==> src/rtl/dma_page_pkg.sv <==
// Shared types and helpers for the DMA page address latch.
// Holds the CPU index <-> DMA channel mapping of the XT page-register ports
// (0x80 -> ch0, 0x81 -> ch2, 0x82 -> ch3, 0x83 -> ch1) and small decode helpers.
package dma_page_pkg;

  localparam int PAGE_WIDTH_XT = 4;

  typedef logic [1:0] dma_channel_t;

  // CPU port index (address_in) to DMA channel number
  function automatic dma_channel_t index_to_channel(input logic [1:0] idx);
    dma_channel_t ch;
    case (idx)
      2'd0:    ch = 2'd0;
      2'd1:    ch = 2'd2;
      2'd2:    ch = 2'd3;
      default: ch = 2'd1;
    endcase
    return ch;
  endfunction

  // DMA channel number back to CPU port index
  function automatic logic [1:0] channel_to_index(input dma_channel_t ch);
    logic [1:0] idx;
    case (ch)
      2'd0:    idx = 2'd0;
      2'd2:    idx = 2'd1;
      2'd3:    idx = 2'd2;
      default: idx = 2'd3;
    endcase
    return idx;
  endfunction

  // True when exactly one DACK line is active
  function automatic logic dack_is_one_hot(input logic [3:0] dack);
    return (dack != 4'b0000) && ((dack & (dack - 4'd1)) == 4'b0000);
  endfunction

  // True when two or more DACK lines are active
  function automatic logic dack_is_multi(input logic [3:0] dack);
    return (dack & (dack - 4'd1)) != 4'b0000;
  endfunction

  // One-hot DACK to channel number; only meaningful when dack_is_one_hot
  function automatic dma_channel_t onehot_to_channel(input logic [3:0] dack);
    dma_channel_t ch;
    case (dack)
      4'b0010: ch = 2'd1;
      4'b0100: ch = 2'd2;
      4'b1000: ch = 2'd3;
      default: ch = 2'd0;
    endcase
    return ch;
  endfunction

  // 64K boundary crossing seen on consecutive high bytes, in either direction
  function automatic logic is_page_wrap(input logic [7:0] prev_hi,
                                        input logic [7:0] new_hi);
    return ((prev_hi == 8'hFF) && (new_hi == 8'h00)) ||
           ((prev_hi == 8'h00) && (new_hi == 8'hFF));
  endfunction

endpackage

==> src/rtl/dma_page_register_file.sv <==
// Four per-channel page registers: one synchronous write port and two
// asynchronous read ports (DMA address assembly and CPU read-back).
module dma_page_register_file
  import dma_page_pkg::*;
#(
  parameter int PAGE_WIDTH = PAGE_WIDTH_XT
) (
  input  logic                  clock,
  input  logic                  reset,
  input  logic                  write_enable,
  input  dma_channel_t          write_channel,
  input  logic [PAGE_WIDTH-1:0] write_data,
  input  dma_channel_t          dma_channel,
  output logic [PAGE_WIDTH-1:0] dma_page,
  input  dma_channel_t          cpu_channel,
  output logic [PAGE_WIDTH-1:0] cpu_page
);

  logic [PAGE_WIDTH-1:0] page_q [4];
  logic [PAGE_WIDTH-1:0] page_d [4];

  // Next-state of the register array: single write port
  always_comb begin
    page_d = page_q;
    if (write_enable) begin
      page_d[write_channel] = write_data;
    end
  end

  // Page storage, cleared by reset
  always_ff @(posedge clock or posedge reset) begin
    if (reset) begin
      page_q <= '{default: '0};
    end else begin
      page_q <= page_d;
    end
  end

  assign dma_page = page_q[dma_channel];
  assign cpu_page = page_q[cpu_channel];

endmodule

==> src/rtl/dma_page_address_latch.sv <==
// System DMA address assembly for an 8237: page register, strobed high byte
// and controller low byte, plus 64K page-wrap detection per channel.
// Optional build macro: DMA_PAGE_READBACK_EN enables CPU read-back of the
// page registers on data_bus_out; otherwise the port reads as 8'h00.
module dma_page_address_latch
  import dma_page_pkg::*;
#(
  parameter int PAGE_WIDTH = PAGE_WIDTH_XT
) (
  input  logic                     clock,
  input  logic                     reset,
  input  logic                     chip_select_n,
  input  logic                     io_write_n,
  input  logic                     io_read_n,
  input  logic [1:0]               address_in,
  input  logic [7:0]               data_bus_in,
  output logic [7:0]               data_bus_out,
  input  logic [7:0]               dma_data_bus,
  input  logic [7:0]               dma_address_low,
  input  logic                     address_strobe,
  input  logic                     address_enable,
  input  logic [3:0]               dma_acknowledge,
  output logic [16+PAGE_WIDTH-1:0] dma_address,
  output logic                     dma_address_valid,
  output logic                     page_wrap_pulse,
  output logic [3:0]               page_wrap_status,
  output logic                     dack_conflict
);

  localparam int ADDR_W = 16 + PAGE_WIDTH;

  // CPU write capture
  logic                  wr_n_q;
  logic                  wr_pend_q,  wr_pend_d;
  dma_channel_t          wr_ch_q,    wr_ch_d;
  logic [PAGE_WIDTH-1:0] wr_data_q,  wr_data_d;
  logic                  commit;

  // DMA side state
  logic [7:0]            hi_q,       hi_d;
  dma_channel_t          sel_q,      sel_d;
  logic                  stb_q;
  logic [7:0]            prev_hi_q,  prev_hi_d;
  dma_channel_t          prev_ch_q,  prev_ch_d;
  logic                  prev_vld_q, prev_vld_d;
  logic [3:0]            status_q,   status_d;
  logic                  pulse_q,    pulse_d;
  logic [ADDR_W-1:0]     addr_q,     addr_d;

  logic                  dack_one_hot;
  logic                  valid_int;
  logic                  strobe_fall;
  logic                  wrap_hit;
  logic [PAGE_WIDTH-1:0] dma_page;
  logic [PAGE_WIDTH-1:0] cpu_page;

  // Only the low PAGE_WIDTH bits of the CPU data are stored
  logic unused_data_bus;
  assign unused_data_bus = ^data_bus_in;

  assign dack_one_hot = dack_is_one_hot(dma_acknowledge);
  assign valid_int    = address_enable & dack_one_hot;

  // A write lands on the first clock that sees io_write_n high again
  assign commit = wr_pend_q & io_write_n & ~wr_n_q;

  dma_page_register_file #(
    .PAGE_WIDTH (PAGE_WIDTH)
  ) u_page_regs (
    .clock         (clock),
    .reset         (reset),
    .write_enable  (commit),
    .write_channel (wr_ch_q),
    .write_data    (wr_data_q),
    .dma_channel   (sel_d),
    .dma_page      (dma_page),
    .cpu_channel   (index_to_channel(address_in)),
    .cpu_page      (cpu_page)
  );

  // CPU write capture: data and index tracked while the write strobe is low
  always_comb begin
    wr_pend_d = wr_pend_q;
    wr_ch_d   = wr_ch_q;
    wr_data_d = wr_data_q;
    if (commit) begin
      wr_pend_d = 1'b0;
    end
    if (!chip_select_n && !io_write_n) begin
      wr_pend_d = 1'b1;
      wr_ch_d   = index_to_channel(address_in);
      wr_data_d = data_bus_in[PAGE_WIDTH-1:0];
    end
  end

  // DMA datapath: high-byte latch, channel select, address and wrap tracking
  always_comb begin
    hi_d       = address_strobe ? dma_data_bus : hi_q;
    sel_d      = dack_one_hot ? onehot_to_channel(dma_acknowledge) : sel_q;
    addr_d     = valid_int ? {dma_page, hi_q, dma_address_low} : addr_q;

    // Wrap check compares against the previous high byte only when it came
    // from the same channel; a new channel (or a fresh reset) just reloads.
    strobe_fall = stb_q & ~address_strobe & valid_int;
    wrap_hit    = strobe_fall & prev_vld_q & (prev_ch_q == sel_d) &
                  is_page_wrap(prev_hi_q, hi_q);

    prev_hi_d  = prev_hi_q;
    prev_ch_d  = prev_ch_q;
    prev_vld_d = prev_vld_q;
    if (strobe_fall) begin
      prev_hi_d  = hi_q;
      prev_ch_d  = sel_d;
      prev_vld_d = 1'b1;
    end

    // Commit clears the channel flag; a coincident wrap set overrides it
    status_d = status_q;
    if (commit) begin
      status_d[wr_ch_q] = 1'b0;
    end
    if (wrap_hit) begin
      status_d[sel_d] = 1'b1;
    end
    pulse_d = wrap_hit;
  end

  // State registers; everything returns to zero on reset
  always_ff @(posedge clock or posedge reset) begin
    if (reset) begin
      wr_n_q     <= 1'b0;
      wr_pend_q  <= 1'b0;
      wr_ch_q    <= '0;
      wr_data_q  <= '0;
      hi_q       <= '0;
      sel_q      <= '0;
      stb_q      <= 1'b0;
      prev_hi_q  <= '0;
      prev_ch_q  <= '0;
      prev_vld_q <= 1'b0;
      status_q   <= '0;
      pulse_q    <= 1'b0;
      addr_q     <= '0;
    end else begin
      wr_n_q     <= io_write_n;
      wr_pend_q  <= wr_pend_d;
      wr_ch_q    <= wr_ch_d;
      wr_data_q  <= wr_data_d;
      hi_q       <= hi_d;
      sel_q      <= sel_d;
      stb_q      <= address_strobe;
      prev_hi_q  <= prev_hi_d;
      prev_ch_q  <= prev_ch_d;
      prev_vld_q <= prev_vld_d;
      status_q   <= status_d;
      pulse_q    <= pulse_d;
      addr_q     <= addr_d;
    end
  end

  // Combinational status outputs are forced low while reset is held
  assign dma_address_valid = ~reset & valid_int;
  assign dack_conflict     = ~reset & address_enable & dack_is_multi(dma_acknowledge);
  assign dma_address       = addr_q;
  assign page_wrap_pulse   = pulse_q;
  assign page_wrap_status  = status_q;

`ifdef DMA_PAGE_READBACK_EN
  assign data_bus_out = (!reset && !chip_select_n && !io_read_n) ? 8'(cpu_page) : 8'h00;
`else
  logic unused_readback;
  assign unused_readback = ^{io_read_n, cpu_page};
  assign data_bus_out    = 8'h00;
`endif

endmodule

==> config.mk <==
export PLATFORM = sky130hd
export DESIGN_NAME = dma_page_address_latch
export DESIGN_NICKNAME = d
export VERILOG_FILES = /design/src/rtl/dma_page_pkg.sv /design/src/rtl/dma_page_register_file.sv /design/src/rtl/dma_page_address_latch.sv
export SDC_FILE = /design/constraint.sdc
export NUM_CORES = 1
export LEC_CHECK = 0
export CAP_MARGIN = 20
export CORE_MARGIN = 5
export CORE_UTILIZATION = 45
export CTS_CLUSTER_DIAMETER = 150
export DETAILED_ROUTE_END_ITERATION = 8
export GPL_TIMING_DRIVEN = 0
export PLACE_DENSITY = 0.86
export SLEW_MARGIN = 20
export SYNTH_ARGS = -nofsm -noshare
export SYNTH_HDL_FRONTEND = slang
export SYNTH_SLANG_ARGS = --single-unit
==> constraint.sdc <==
create_clock -name clock -period 2.5 [get_ports clock]
set_clock_uncertainty 0.2 [all_clocks]
set_input_delay 0.5 -clock clock [delete_from_list [all_inputs] [get_ports clock]]
set_output_delay 0.5 -clock clock [all_outputs]
set_load 0.1 [all_outputs]
==> Yosys cells after proc, flatten, opt, wreduce, memory -nomap -nowiden <==
Cells that the tools add are included.
{ "classes": {"n_reduce_logical": 17, "addsub": 1, "order_cmp": 7, "n_bitwise": 20, "eq_ne": 8, "muxes": 17} }
{ "op_table": {"columns": ["cell", "n"], "rows": [
  ["$mux 4", 5],
  ["$bwmux 16", 1],
  ["$eq 8x8->1 const B", 2],
  ["$logic_not 8->1", 2],
  ["$pmux 2 s3", 2],
  ["$and 1x1->1", 11],
  ["$and 4x4->4", 2],
  ["$bmux 4 s2", 1],
  ["$demux 4 s2", 1],
  ["$reduce_bool 4->1", 2],
  ["$logic_and 1x1->1", 7],
  ["$ge 3x3->1 const B", 2],
  ["$lt 2x3->1 const B", 2],
  ["$not 2->3", 2],
  ["$demux 1 s2", 2],
  ["$eq 4x2->1 const B", 1],
  ["$eq 4x3->1 const B", 1],
  ["$eq 4x4->1 const B", 1],
  ["$ge 2x1->1 const B", 2],
  ["$logic_not 4->1", 1],
  ["$mux 1", 4],
  ["$not 4->4", 1],
  ["$or 4x4->4", 1],
  ["$sub 4x1->4 const B", 1],
  ["10 further kinds", 13]
]} }
{ "word_totals": {"inputBits": 37, "ff_bits": 71, "output_inout_bits": 35, "elab_cells": 87} }

==> Depth between registers and ports, before layout <==
Gate-level depths: netlist of run 1.
{ "logic_depth": {"word_depth": 11, "mapped_depth": 7} }

==> Modules after synthesis <==
From an unflattened synthesis of run 1, not the netlist that was laid out.
{ "hier_totals": {"cells_unflattened": 228, "area_unflattened_um2": 3224.3} }
{ "modules_own_cells": {"columns": ["mod", "seq_area_each_um2", "instances", "area_per_inst_um2", "cells_per_inst"], "rows": [
  ["dma_page_address_latch", 1376.3, 1, 2421.1, 183],
  ["dma_page_register_file", 400.4, 1, 803.3, 45]
]} }

==> Worst setup path after synthesis of run 1 <==
Ideal clock, no wire load.
{ "synth_timing": {"path_kind": "in2out", "start": "input dma_acknowledge[0]", "end": "output dack_conflict", "required_time_ns": 1.800, "setup_slack_ns": -2.282, "stages": 4, "n_path_buf": 1, "arrival_time_ns": 4.082, "path_cell_list": "clkbuf_1 -> maj3_1 -> nor2_1 -> nor4b_1"} }
{ "synth_between": {"elab_chain_cells": 4} }
{ "synth_rtl": {"columns": ["element", "line_no", "text"], "rows": [
  ["start: declaration", "dma_page_address_latch.sv:22", "input logic [3:0] dma_acknowledge,"],
  ["$sub 4x1->4", "dma_page_pkg.sv:41", "return (dack & (dack - 4'd1)) != 4'b0000;"],
  ["$and 4x4->4 (*)", "dma_page_pkg.sv:41", null],
  ["$reduce_bool 4->1 (*)", "dma_page_pkg.sv:41", null],
  ["$and 1x1->1 (*)", "dma_page_address_latch.sv:163", "assign dack_conflict = ~reset & address_enable & dack_is_multi(dma_acknowledge);"],
  ["end: declaration", "dma_page_address_latch.sv:27", "output logic dack_conflict"]
]} }
Mark *: on every way between the ends. The rest lies on a longest branch, timed or not.

==> Worst setup path after layout of run 1 <==
{ "layout_timing": {"start": "input dma_acknowledge[3]", "end": "output dma_address_valid"} }
{ "layout_between": {"elab_chain_cells": 6, "word_cells_on_any_way": 7, "cone_classes": "add/sub (1); bitwise (3); reduce/logical (3)"} }
{ "layout_rtl": {"columns": ["element", "line_no", "text"], "rows": [
  ["$sub 4x1->4", "dma_page_pkg.sv:36", "return (dack != 4'b0000) && ((dack & (dack - 4'd1)) == 4'b0000);"],
  ["$and 4x4->4", "dma_page_pkg.sv:36", null],
  ["$logic_not 4->1", "dma_page_pkg.sv:36", null],
  ["$logic_and 1x1->1 (*)", "dma_page_pkg.sv:36", null],
  ["$and 1x1->1 (*)", "dma_page_address_latch.sv:62", "assign valid_int = address_enable & dack_one_hot;"],
  ["$and 1x1->1 (*)", "dma_page_address_latch.sv:162", "assign dma_address_valid = ~reset & valid_int;"],
  ["end: declaration", "dma_page_address_latch.sv:24", "output logic dma_address_valid,"]
]} }
Marked as above.

==> flow_summary.ini, run 1 <==
[sta]
layout_worst_path_cycle_share = 1.016
maxSlewHeadroom = 0.3346
achievable-frequency_mhz = 393.9
rsz0062_at_grt = true
report.final.slew_viol_count = 0
slack_of_the_critical_path_ns = -0.03881
final.setup.tns_ns = -0.03881
tightestPinTransition_ns = 1.002
finalCriticalPeriod_ns = 2.539
timing.final.hold_violations = 0
report.final.setup_viol = 1

[min_path]
worst_hold_path_stage_count = 2
min-delay-path-class = flop to flop

[yosys]
synth_async_sr_flop_share = 1.000
yosys-top-cells-area = dfrtp_1, mux2_2, nand2_1, mux2_1, buf_4
synth_most_common_cell = dfrtp_1
syn_inst = 282
synth_seq_area_share = 0.5622
netlist.top_cell.by_area = dfrtp_1
synth_top_flop_cell = dfrtp_1
yosysWarningCount = 0
netlist_area_mm2 = 0.003161
synth_enable_flop_cells = 0
synth_top_area_share = 0.5622
top_cells_by_instance_count_after_synthesis = dfrtp_1, nand2_1, mux2_2, nor2_1, buf_4
synth.distinct_cells = 43
ys_ff_latch = 71
synth.avg_cell_area_um2 = 11.21

[clocking]
cts.path.max_buffers = 2
clkTransAtPathRegs_ns = 0.07
clock_insertion_delay_at_the_later_pin_of_the_skew_report_ns = 0.34
hold_buffers = 0
cts_max_level = 3
clock_sink_count = 71
clockRootBuffer = clkbuf_8
cts_made_buffers = 9
clock_tree_from_tritoncts = built

[pwr]
seq_power_share = 0.418
power_frac_comb = 0.380
internal-power_mw = 2.223
p_sw_frac = 0.4381
p_switching_mw = 1.733
power_per_standard_cell_area_mw_per_mm2 = 950.2
max_rail_drop_vdd_mv = 0.4370
p_leak_nw = 1.932
share_clk_of_total_power = 0.202

[drt]
first_iter_violations = 167
drc = 0
drt-wirelength-per-cell_um = 15.28
detailroute.via_count = 2405
drt-vias-per-instance = 5.183
antenna_left = 0
detail_route.wirelength_um = 7088
dr.pass1.iters = 4

[setup_path]
cp_slowest_cell = or4b_4
cp_top_family = simple AND/OR/NAND/NOR gates
reg2reg_depth = 5
critical-path-max-stage-delay_ns = 0.55
crit_fanout = 3
required_time_reported_for_the_critical_path_endpoint_ns = 1.80
critPathKind = primary input to output pin
critPathLaunchType = primary input
arrival_ns = 1.84
cp_common_cell = buf_12
critPathCaptureType = output pin
worst-path-stages = 7
path_cells = buf_12 -> or4b_4 -> o311ai_4 -> nand2_2 -> buf_8 -> nor2_4 -> buf_12
critical_path_buffer_and_inverter_count = 3

[global_route]
first_global_vias = 2513
groute.layer.met3.usage = 0.04567
grt-ovfl-total = 0
global_route.usage.met1 = 0.2123
busiest_layer = met2
antenna_found_initial = 0
grt_max_degree = 56
grt.total_usage = 0.1695
grt_first_pass_wirelength_um = 11770
global_route.usage.met2 = 0.2815

[cells_and_area]
final_layout_net_count = 402
antenna_cells = 0
filler_cell_count = 573
final_layout_size_suffix_gt1_frac = 0.2364
synthesis_to_layout_area_growth_pct = 31.71
layout.cell_area.non_filler_mm2 = 0.004163

[floorplan]
initial_core_util = 0.4626
die_h_um = 93.81
core_mm2 = 0.006832
fp.dieArea_mm2 = 0.008799
fp-row-count = 30
die_width_um = 93.81
floorplan.io_pins = 72

[outcome]
result_of_the_run = finished, violations left
violations = setup timing

[placed_design]
hpwlAfterDp_um = 5132
count_of_input_and_output_buffers = 55
placedInstanceArea_mm2 = 0.003949
globalplace.congestion = 0.7902

[run]
cap_viol_max_count = 0
==> state kept, by name, indices dropped and copies added (netlist names) <==
register            cells
wr_ch_q                 2
prev_ch_q               2
prev_hi_q               8
sel_q                   2
stb_q                   1
page_wrap_pulse         1
wr_pend_q               1
hi_q                    8
page_wrap_status        4
u_page_regs.page_q     16
wr_data_q               4
wr_n_q                  1
prev_vld_q              1
dma_address            20
==> power by group through the flow <==
stage	sequential, mW	clock, mW	combinational, mW
2_1_floorplan	2.31	0	0.502
3_3_place_gp	1.65	0	1.52
3_5_place_dp	1.68	0	1.56
4_1_cts	1.65	0.820	1.51
5_1_grt	1.69	0.865	1.59
6_report	1.66	0.798	1.50
==> final timing paths <==
check | start | end | slack [ns]
min reg2reg | dma_address[10]$_DFFE_PP0N_ | dma_address[10]$_DFFE_PP0N_ | 0.27
min | dma_address[10]$_DFFE_PP0N_ | dma_address[10]$_DFFE_PP0N_ | 0.27
max in group asynchronous | reset | u_page_regs.page_q[4]$_DFFE_PP0P_ | 1.15
min in group asynchronous | reset | dma_address[11]$_DFFE_PP0N_ | 0.42
max reg2reg | prev_hi_q[3]$_DFFE_PP0P_ | page_wrap_status[0]$_DFF_PP0_ | 0.48
max | dma_acknowledge[3] | dma_address_valid | -0.04
==> logic make-up after synthesis <==
kind of cell / Yosys count / share of synthesized area
muxes: 41 / 0.1445
DFF: 71 / 0.5622
buffers and inverters: 23 / 0.04117
other: 1 / 0.001187
AOI/OAI and AO/OA: 31 / 0.07522
adders and majority gates: 3 / 0.01108
and+or+nand+nor: 111 / 0.1619
xor gates and xnor gates: 1 / 0.002772
==> tightest hold or removal path: stages, from the launching register on <==
cell and delay [ns]:
dfrtp_1 0.34, nand2_1 0.05, nand2_1 0.06
==> timing repair <==
| action | in CTS | in global routing |
|---|---|---|
| pin swaps | 5 | 4 |
| buffers inserted | 7 | 1 |
| resized for setup | 47 | 2 |
| endpoints found under the setup margin | 27 | 3 |
==> layer usage <==
layer | wire length (um) | part of all wire | vias up
li1 | - | - | 1132
met1 | 3021 | 0.43 | 1183
met2 | 3498 | 0.49 | 75
met3 | 427 | 0.060 | 15
met4 | 141 | 0.020 | 0
met5 | 0 | 0 | -
==> placed cells by master, fill, tap and decap left out, types with 2 or more instances in the layout <==
cell and n:
buf_2 4, o31ai_1 5, mux2_2 30, conb_1 8, clkinvlp_4 2, o22ai_1 4, mux2_1 7, nor2_1 9
o21ai_0 7, o211ai_1 4, ha_1 2, nor3_1 4, nor2b_1 2, buf_4 17, nand2b_1 4, nor4_1 4
buf_6 2, dlygate4sd2_1 25, or4b_4 2, clkinv_2 3, a21oi_1 3, mux2i_1 4, clkdlybuf4s50_1 27, nand4_1 5
clkbuf_8 9, dfrtp_1 71, inv_1 4, buf_12 2, nand2_1 66, nand3_1 5
==> cell type report <==
cell class	count	area [um^2]	share of cell area
Tap cell	96	120.1	0.02885
Timing Repair Buffer	64	609.3	0.1464
Multi-Input combinational cell	195	1323	0.3177
Inverter	5	21.27	0.005110
Buffer	17	141.4	0.03396
Clock inverter	7	47.55	0.01142
Sequential cell	71	1777	0.4268
Clock buffer	9	123.9	0.02976
==> metrics by stage <==
stage               hold WS [ns]    util  instances  setup WS (ns)  power, mW
global route              0.3123  0.6093        464       -0.05719      4.147
finish                    0.2690  0.6093        464       -0.03881      3.955
CTS                       0.2816  0.6081        464      -0.003875      3.979
global placement          0.2562  0.5736        440         -1.355      3.168
detailed placement        0.2687  0.5780        441         -1.386      3.232
floorplan                 0.2627       -        289        -0.2576      2.816
Note: power is estimated with default switching activity, not from simulation.
==> inputs of run 2 (changes only) <==
--- a/config.mk
+++ b/config.mk
@@ -7,11 +7,11 @@
 export LEC_CHECK = 0
 export CAP_MARGIN = 20
 export CORE_MARGIN = 5
-export CORE_UTILIZATION = 45
+export CORE_UTILIZATION = 50
 export CTS_CLUSTER_DIAMETER = 150
 export DETAILED_ROUTE_END_ITERATION = 8
 export GPL_TIMING_DRIVEN = 0
-export PLACE_DENSITY = 0.86
+export PLACE_DENSITY = 0.9
 export SLEW_MARGIN = 20
 export SYNTH_ARGS = -nofsm -noshare
 export SYNTH_HDL_FRONTEND = slang
==> constraint.sdc (replaced) <==
create_clock -name clock -period 2.9 [get_ports clock]
set_clock_uncertainty 0.2 [all_clocks]
set_input_delay 0.58 -clock clock [delete_from_list [all_inputs] [get_ports clock]]
set_output_delay 0.58 -clock clock [all_outputs]
set_load 0.1 [all_outputs]
==> run 2 against run 1 <==
  * The run now ends clean
  * Combinational power shrank 11%
  * Routed wire length fell by 4.6%
  * Sequential power is 14% lower
  * Critical path type unchanged
  * Highest routed layer unchanged
==> flow_summary.ini, run 2 (synthesis gave the netlist of run 1 again) <==
[setup_path]
crit_fanout = 3
path_cells = dlygate4sd2_1 -> or4b_4 -> o311ai_4 -> nand2_2 -> clkbuf_8 -> nor2_4 -> buf_12
critical-path-max-stage-delay_ns = 0.55
critPathCaptureType = output pin
setup.reg_to_reg.worst_slack_ns = 0.85
cp_top_family = simple AND/OR/NAND/NOR gates
critPathLaunchType = primary input
crit-reg2reg-launch = wr_n_q$_DFF_PP0_
rr_endpoint = u_page_regs.page_q[4]$_DFFE_PP0P_
required_time_reported_for_the_critical_path_endpoint_ns = 2.12
critical_path_buffer_and_inverter_count = 3
reg2reg_depth = 3
critPathKind = primary input to output pin
arrival_ns = 2.05
cp_slowest_cell = or4b_4

[cells_and_area]
final_layout_size_suffix_gt1_frac = 0.2204
multiInputGateArea_mm2 = 0.001323
register_area_mm2 = 0.001777
filler_cell_count = 475
final_layout_net_count = 397
synthesis_to_layout_area_growth_pct = 30.60
largest_reg_flops = 20
mostFrequentLayoutCell = dfrtp_1
antenna_cells = 0
mostFrequentLayoutCells = dfrtp_1, nand2_1, clkdlybuf4s50_1

[sta]
maxSlewHeadroom = 0.3309
achievable-frequency_mhz = 353.6
finalCriticalPeriod_ns = 2.828
tightestPinTransition_ns = 1.000
timing.final.hold_violations = 0
slack_of_the_critical_path_ns = 0.07190
layout_worst_path_cycle_share = 0.9752
final.setup.tns_ns = 0
report.final.slew_viol_count = 0
report.final.setup_viol = 0
rsz0062_at_grt = false

[global_route]
grt-ovfl-total = 0
first_global_vias = 2400
antenna_found_initial = 0
grt_max_degree = 37
grt.total_usage = 0.1837
grt_first_pass_wirelength_um = 11070

[clocking]
cts_made_buffers = 9
hold_buffers = 0
clock_insertion_delay_at_the_later_pin_of_the_skew_report_ns = 0.35
cts_max_level = 3
clock_sink_count = 71
clockRootBuffer = clkbuf_8
cts.path.max_buffers = 2
clock_tree_from_tritoncts = built
clkTransAtPathRegs_ns = 0.07

[placed_design]
globalplace.congestion = 0.8210
hpwlAfterDp_um = 5083
count_of_input_and_output_buffers = 55
place_worst_setup_slack_ns = -1.196

[pwr]
p_leak_nw = 1.828
max_rail_drop_vdd_mv = 0.5992
power_per_standard_cell_area_mw_per_mm2 = 856.5

[min_path]
hp-start = dma_address[9]$_DFFE_PP0N_
sink_of_the_worst_hold_path = dma_address[9]$_DFFE_PP0N_
min-delay-path-class = flop to flop
worst_hold_path_stage_count = 2

[outcome]
result_of_the_run = complete, no violations

[drt]
detailroute.via_count = 2327
antenna_left = 0
first_iter_violations = 129
drt-wirelength-per-cell_um = 15.37
drc = 0
dr.pass1.iters = 4
detail_route.wirelength_um = 6762
drt-vias-per-instance = 5.289

[floorplan]
initial_core_util = 0.5064
floorplan.io_pins = 72
core_mm2 = 0.006241
die_h_um = 89.51
die_width_um = 89.51
fp-row-count = 29
fp.dieArea_mm2 = 0.008011

[run]
cap_viol_max_count = 0
run 2: cell count changes in the layout (fill, tap and decap cells not counted), sizes merged:
| cell | change |
|---|---|
| buf | -8 |
| bufinv | +1 |
| clkbuf | +2 |
| clkdlybuf4s50 | +25 |
| clkinv | -1 |
| dlygate4sd2 | -24 |
run 2: stage by stage:
step / power [mW] / hold WS, ns / std cells / area (um^2) / util
4_1_cts: 3.563 / 0.2843 / 440 / 4125 / 0.6610
2_1_floorplan: 2.422 / 0.2627 / 289 / 3219 / -
3_3_place_gp: 2.722 / 0.2558 / 421 / 3866 / 0.6195
3_5_place_dp: 2.784 / 0.2654 / 422 / 3889 / 0.6231
5_1_grt: 3.708 / 0.3144 / 440 / 4128 / 0.6614
6_report: 3.535 / 0.2793 / 440 / 4128 / 0.6614
run 2: what timing repair did:
action	CTS	global route
gates resized for setup	20	1
pin swaps	1	0
setup endpoints to repair	2	1
setup buffers	2	0
run 2: metal layers:
layer	wire length, um	up-vias	GRT usage
li1	-	1117	-
met1	2885	1139	0.2298
met2	3363	59	0.3115
met3	396	12	0.03502
met4	115	0	0.07713
met5	0	-	0
run 2: how the worst max path moves through the flow:
stage                            start  cells after the start  slack [ns]           endpoint
floorplan           dma_acknowledge[3]                      6       -0.06  dma_address_valid
global placement    dma_acknowledge[0]                      7       -1.16  dma_address_valid
detailed placement  dma_acknowledge[0]                      7       -1.20  dma_address_valid
CTS                 dma_acknowledge[0]                      7        0.05  dma_address_valid
global route        dma_acknowledge[0]                      7        0.01  dma_address_valid
finish              dma_acknowledge[0]                      7        0.07  dma_address_valid
run 2: area by class of cell:
| class | count | share of cell area |
|---|---|---|
| buffer | 18 | 0.02971 |
| clock buffer | 9 | 0.03001 |
| clock inverter | 7 | 0.01758 |
| inverter | 5 | 0.005153 |
| multi-input combinational | 195 | 0.3204 |
| sequential | 71 | 0.4304 |
| tap | 77 | 0.02334 |
| timing repair buffer | 58 | 0.1434 |
run 2: tightest hold or removal path, stage by stage, from the launching register on:
cell	delay [ns]
dfrtp_1	0.35
nand2_1	0.05
nand2_1	0.05
run 2: report_power, final:
group	internal [mW]	switching [mW]	total, mW	leakage (nW)
registers	1.25	0.181	1.43	0.878
clock network	0.398	0.374	0.772	0.0956
logic	0.404	0.927	1.33	0.854
total	2.05	1.48	3.54	1.83
==> inputs of run 3 (changes only) <==
==> constraint.sdc (replaced) <==
create_clock -name clock -period 2.9 [get_ports clock]
set_clock_uncertainty 0.2 [all_clocks]
set_input_delay 0.87 -clock clock [delete_from_list [all_inputs] [get_ports clock]]
set_output_delay 0.87 -clock clock [all_outputs]
set_load 0.1 [all_outputs]
==> run 3 against run 2 <==
  * The flow now finishes with violations (setup timing)
  * Non-clock buffer count grew 4
  * Worst setup slack lost 0.32 ns
  * Via count grew 2.6%
  * Sequential power is essentially flat
  * Count of clock-buffer cells in the layout grew 3
  * Critical path depth shrank 1
  * Maximum frequency shrank 10%
  * Die area is the same
  * Power shrank 0.82%
  * Sequential cell count is the same
  * Global-route usage grew 0.25 points
  * Final area grew 0.91%
==> flow_summary.ini, run 3 (synthesis gave the netlist of run 1 again) <==
[sta]
tightestPinTransition_ns = 1.018
final.setup.tns_ns = -0.3479
report.final.slew_viol_count = 0
slack_of_the_critical_path_ns = -0.2455
report.final.setup_viol = 2
achievable-frequency_mhz = 317.9
timing.final.hold_violations = 0
finalCriticalPeriod_ns = 3.146
maxSlewHeadroom = 0.3243
rsz0062_at_grt = true
layout_worst_path_cycle_share = 1.085
timing.hold.ws_ns = 0.2697

[floorplan]
fp.dieArea_mm2 = 0.008011
core_mm2 = 0.006241
floorplan.io_pins = 72
die_width_um = 89.51
initial_core_util = 0.5064
die_h_um = 89.51
fp-row-count = 29

[global_route]
grt.total_usage = 0.1862
antenna_found_initial = 0
grt_max_degree = 40
grt_first_pass_wirelength_um = 11140
grt-ovfl-total = 0
first_global_vias = 2389

[pwr]
p_leak_nw = 1.945
max_rail_drop_vdd_mv = 0.5027
power_per_standard_cell_area_mw_per_mm2 = 841.8
total_power_mw = 3.506

[clocking]
cts_max_level = 3
cts_made_buffers = 9
hold_buffers = 0
clockRootBuffer = clkbuf_8
clock_insertion_delay_at_the_later_pin_of_the_skew_report_ns = 0.35
clock_tree_from_tritoncts = built
clock_sink_count = 71
clkTransAtPathRegs_ns = 0.07
cts.path.max_buffers = 2

[drt]
first_iter_violations = 112
detailroute.via_count = 2387
antenna_left = 0
drt-wirelength-per-cell_um = 15.72
dr.pass1.iters = 4
drc = 0
detail_route.wirelength_um = 6966
drt-vias-per-instance = 5.388

[run]
cap_viol_max_count = 0

[cells_and_area]
layout.cells.non_filler = 443
antenna_cells = 0
final_layout_size_suffix_gt1_frac = 0.2322
largest_reg_flops = 20
synthesis_to_layout_area_growth_pct = 31.79
mostFrequentLayoutCell = dfrtp_1
layout.cell_area.non_filler_mm2 = 0.004165
final_layout_net_count = 401
mostFrequentLayoutCells = dfrtp_1, nand2_1, mux2_2

[setup_path]
required_time_reported_for_the_critical_path_endpoint_ns = 1.83
critPathCaptureType = output pin
startpoint = dma_acknowledge[0]
crit-reg2reg-launch = wr_n_q$_DFF_PP0_
setup.reg_to_reg.worst_slack_ns = 0.89
reg2reg_depth = 3
arrival_ns = 2.08
rr_endpoint = u_page_regs.page_q[6]$_DFFE_PP0P_
critPathLaunchType = primary input
critical-path-max-stage-delay_ns = 0.54
path_cells = buf_6 -> or4b_4 -> o311ai_4 -> nand2_2 -> nor2_4 -> buf_12
crit_end = dma_address_valid
crit_fanout = 3
cp_slowest_cell = or4b_4
critPathKind = primary input to output pin

[min_path]
min-delay-path-class = flop to flop
worst_hold_path_stage_count = 2

[outcome]
violations = setup timing
result_of_the_run = finished, violations left

[placed_design]
dp.cells = 422
hpwlAfterDp_um = 5128
globalplace.congestion = 0.7990
placedInstanceArea_mm2 = 0.003918
count_of_input_and_output_buffers = 55
==> run 3: changes by cell type in the layout (fill, tap and decap cells not counted), moves of 2 or more <==
cell and delta:
dlygate4sd2_1 +26, buf_4 +3, buf_6 +3, buf_2 -2, clkdlybuf4s50_1 -27, buf_12 +2
==> run 3: what timing repair did <==
action / 4_1_cts / 5_1_grt
cloned: 0 / 0
pin swaps: 6 / 2
endpoints found under the setup margin: 27 / 2
gates resized for setup: 56 / 2
setup buffers: 7 / 0
==> run 3: area by class of cell <==
cell class                      count  area (um^2)
Fill cell                         479         2076
Sequential cell                    71         1777
Multi-Input combinational cell    195         1326
Timing Repair Buffer               63        605.6
Clock buffer                       12        155.1
Buffer                             17        141.4
Tap cell                           77        96.34
Clock inverter                      3        42.54
Inverter                            5        21.27
==> run 3: layer usage <==
metal | vias up | track usage | wire (um) | share of wire
li1 | 1135 | - | - | -
met1 | 1168 | 0.2199 | 2855 | 0.41
met2 | 72 | 0.3208 | 3517 | 0.50
met3 | 12 | 0.06083 | 467 | 0.067
met4 | 0 | 0.06089 | 125 | 0.018
met5 | - | 0 | 0 | 0
==> run 3: stage by stage <==
step,setup WS (ns),utilization
finish,-0.2455,0.6674
floorplan,-0.5976,-
global placement,-1.690,0.6241
global route,-0.2827,0.6674
CTS,-0.3202,0.6680
detailed placement,-1.717,0.6277
==> run 3: report_power, final <==
part           internal, mW  leakage, nW  switching, mW
combinational         0.354        0.968          0.939
clock                 0.438       0.0985          0.352
sequential             1.25        0.878          0.171
==> run 3: how the worst min path moves through the flow <==
stage | from | endpoint | slack, ns
floorplan | prev_ch_q[0]$_DFFE_PP0P_ | prev_ch_q[0]$_DFFE_PP0P_ | 0.26
global placement | dma_address[10]$_DFFE_PP0N_ | dma_address[10]$_DFFE_PP0N_ | 0.26
detailed placement | dma_address[2]$_DFFE_PP0N_ | dma_address[2]$_DFFE_PP0N_ | 0.26
CTS | dma_address[2]$_DFFE_PP0N_ | dma_address[2]$_DFFE_PP0N_ | 0.28
global route | dma_address[2]$_DFFE_PP0N_ | dma_address[2]$_DFFE_PP0N_ | 0.30
finish | dma_address[2]$_DFFE_PP0N_ | dma_address[2]$_DFFE_PP0N_ | 0.27
==> run 3: critical path, delay by kind of cell <==
family / cells / cell delay [ns]
buffers and inverters: 2 / 0.27
AO/OA/AOI/OAI: 1 / 0.12
AND/OR/NAND/NOR: 3 / 0.82
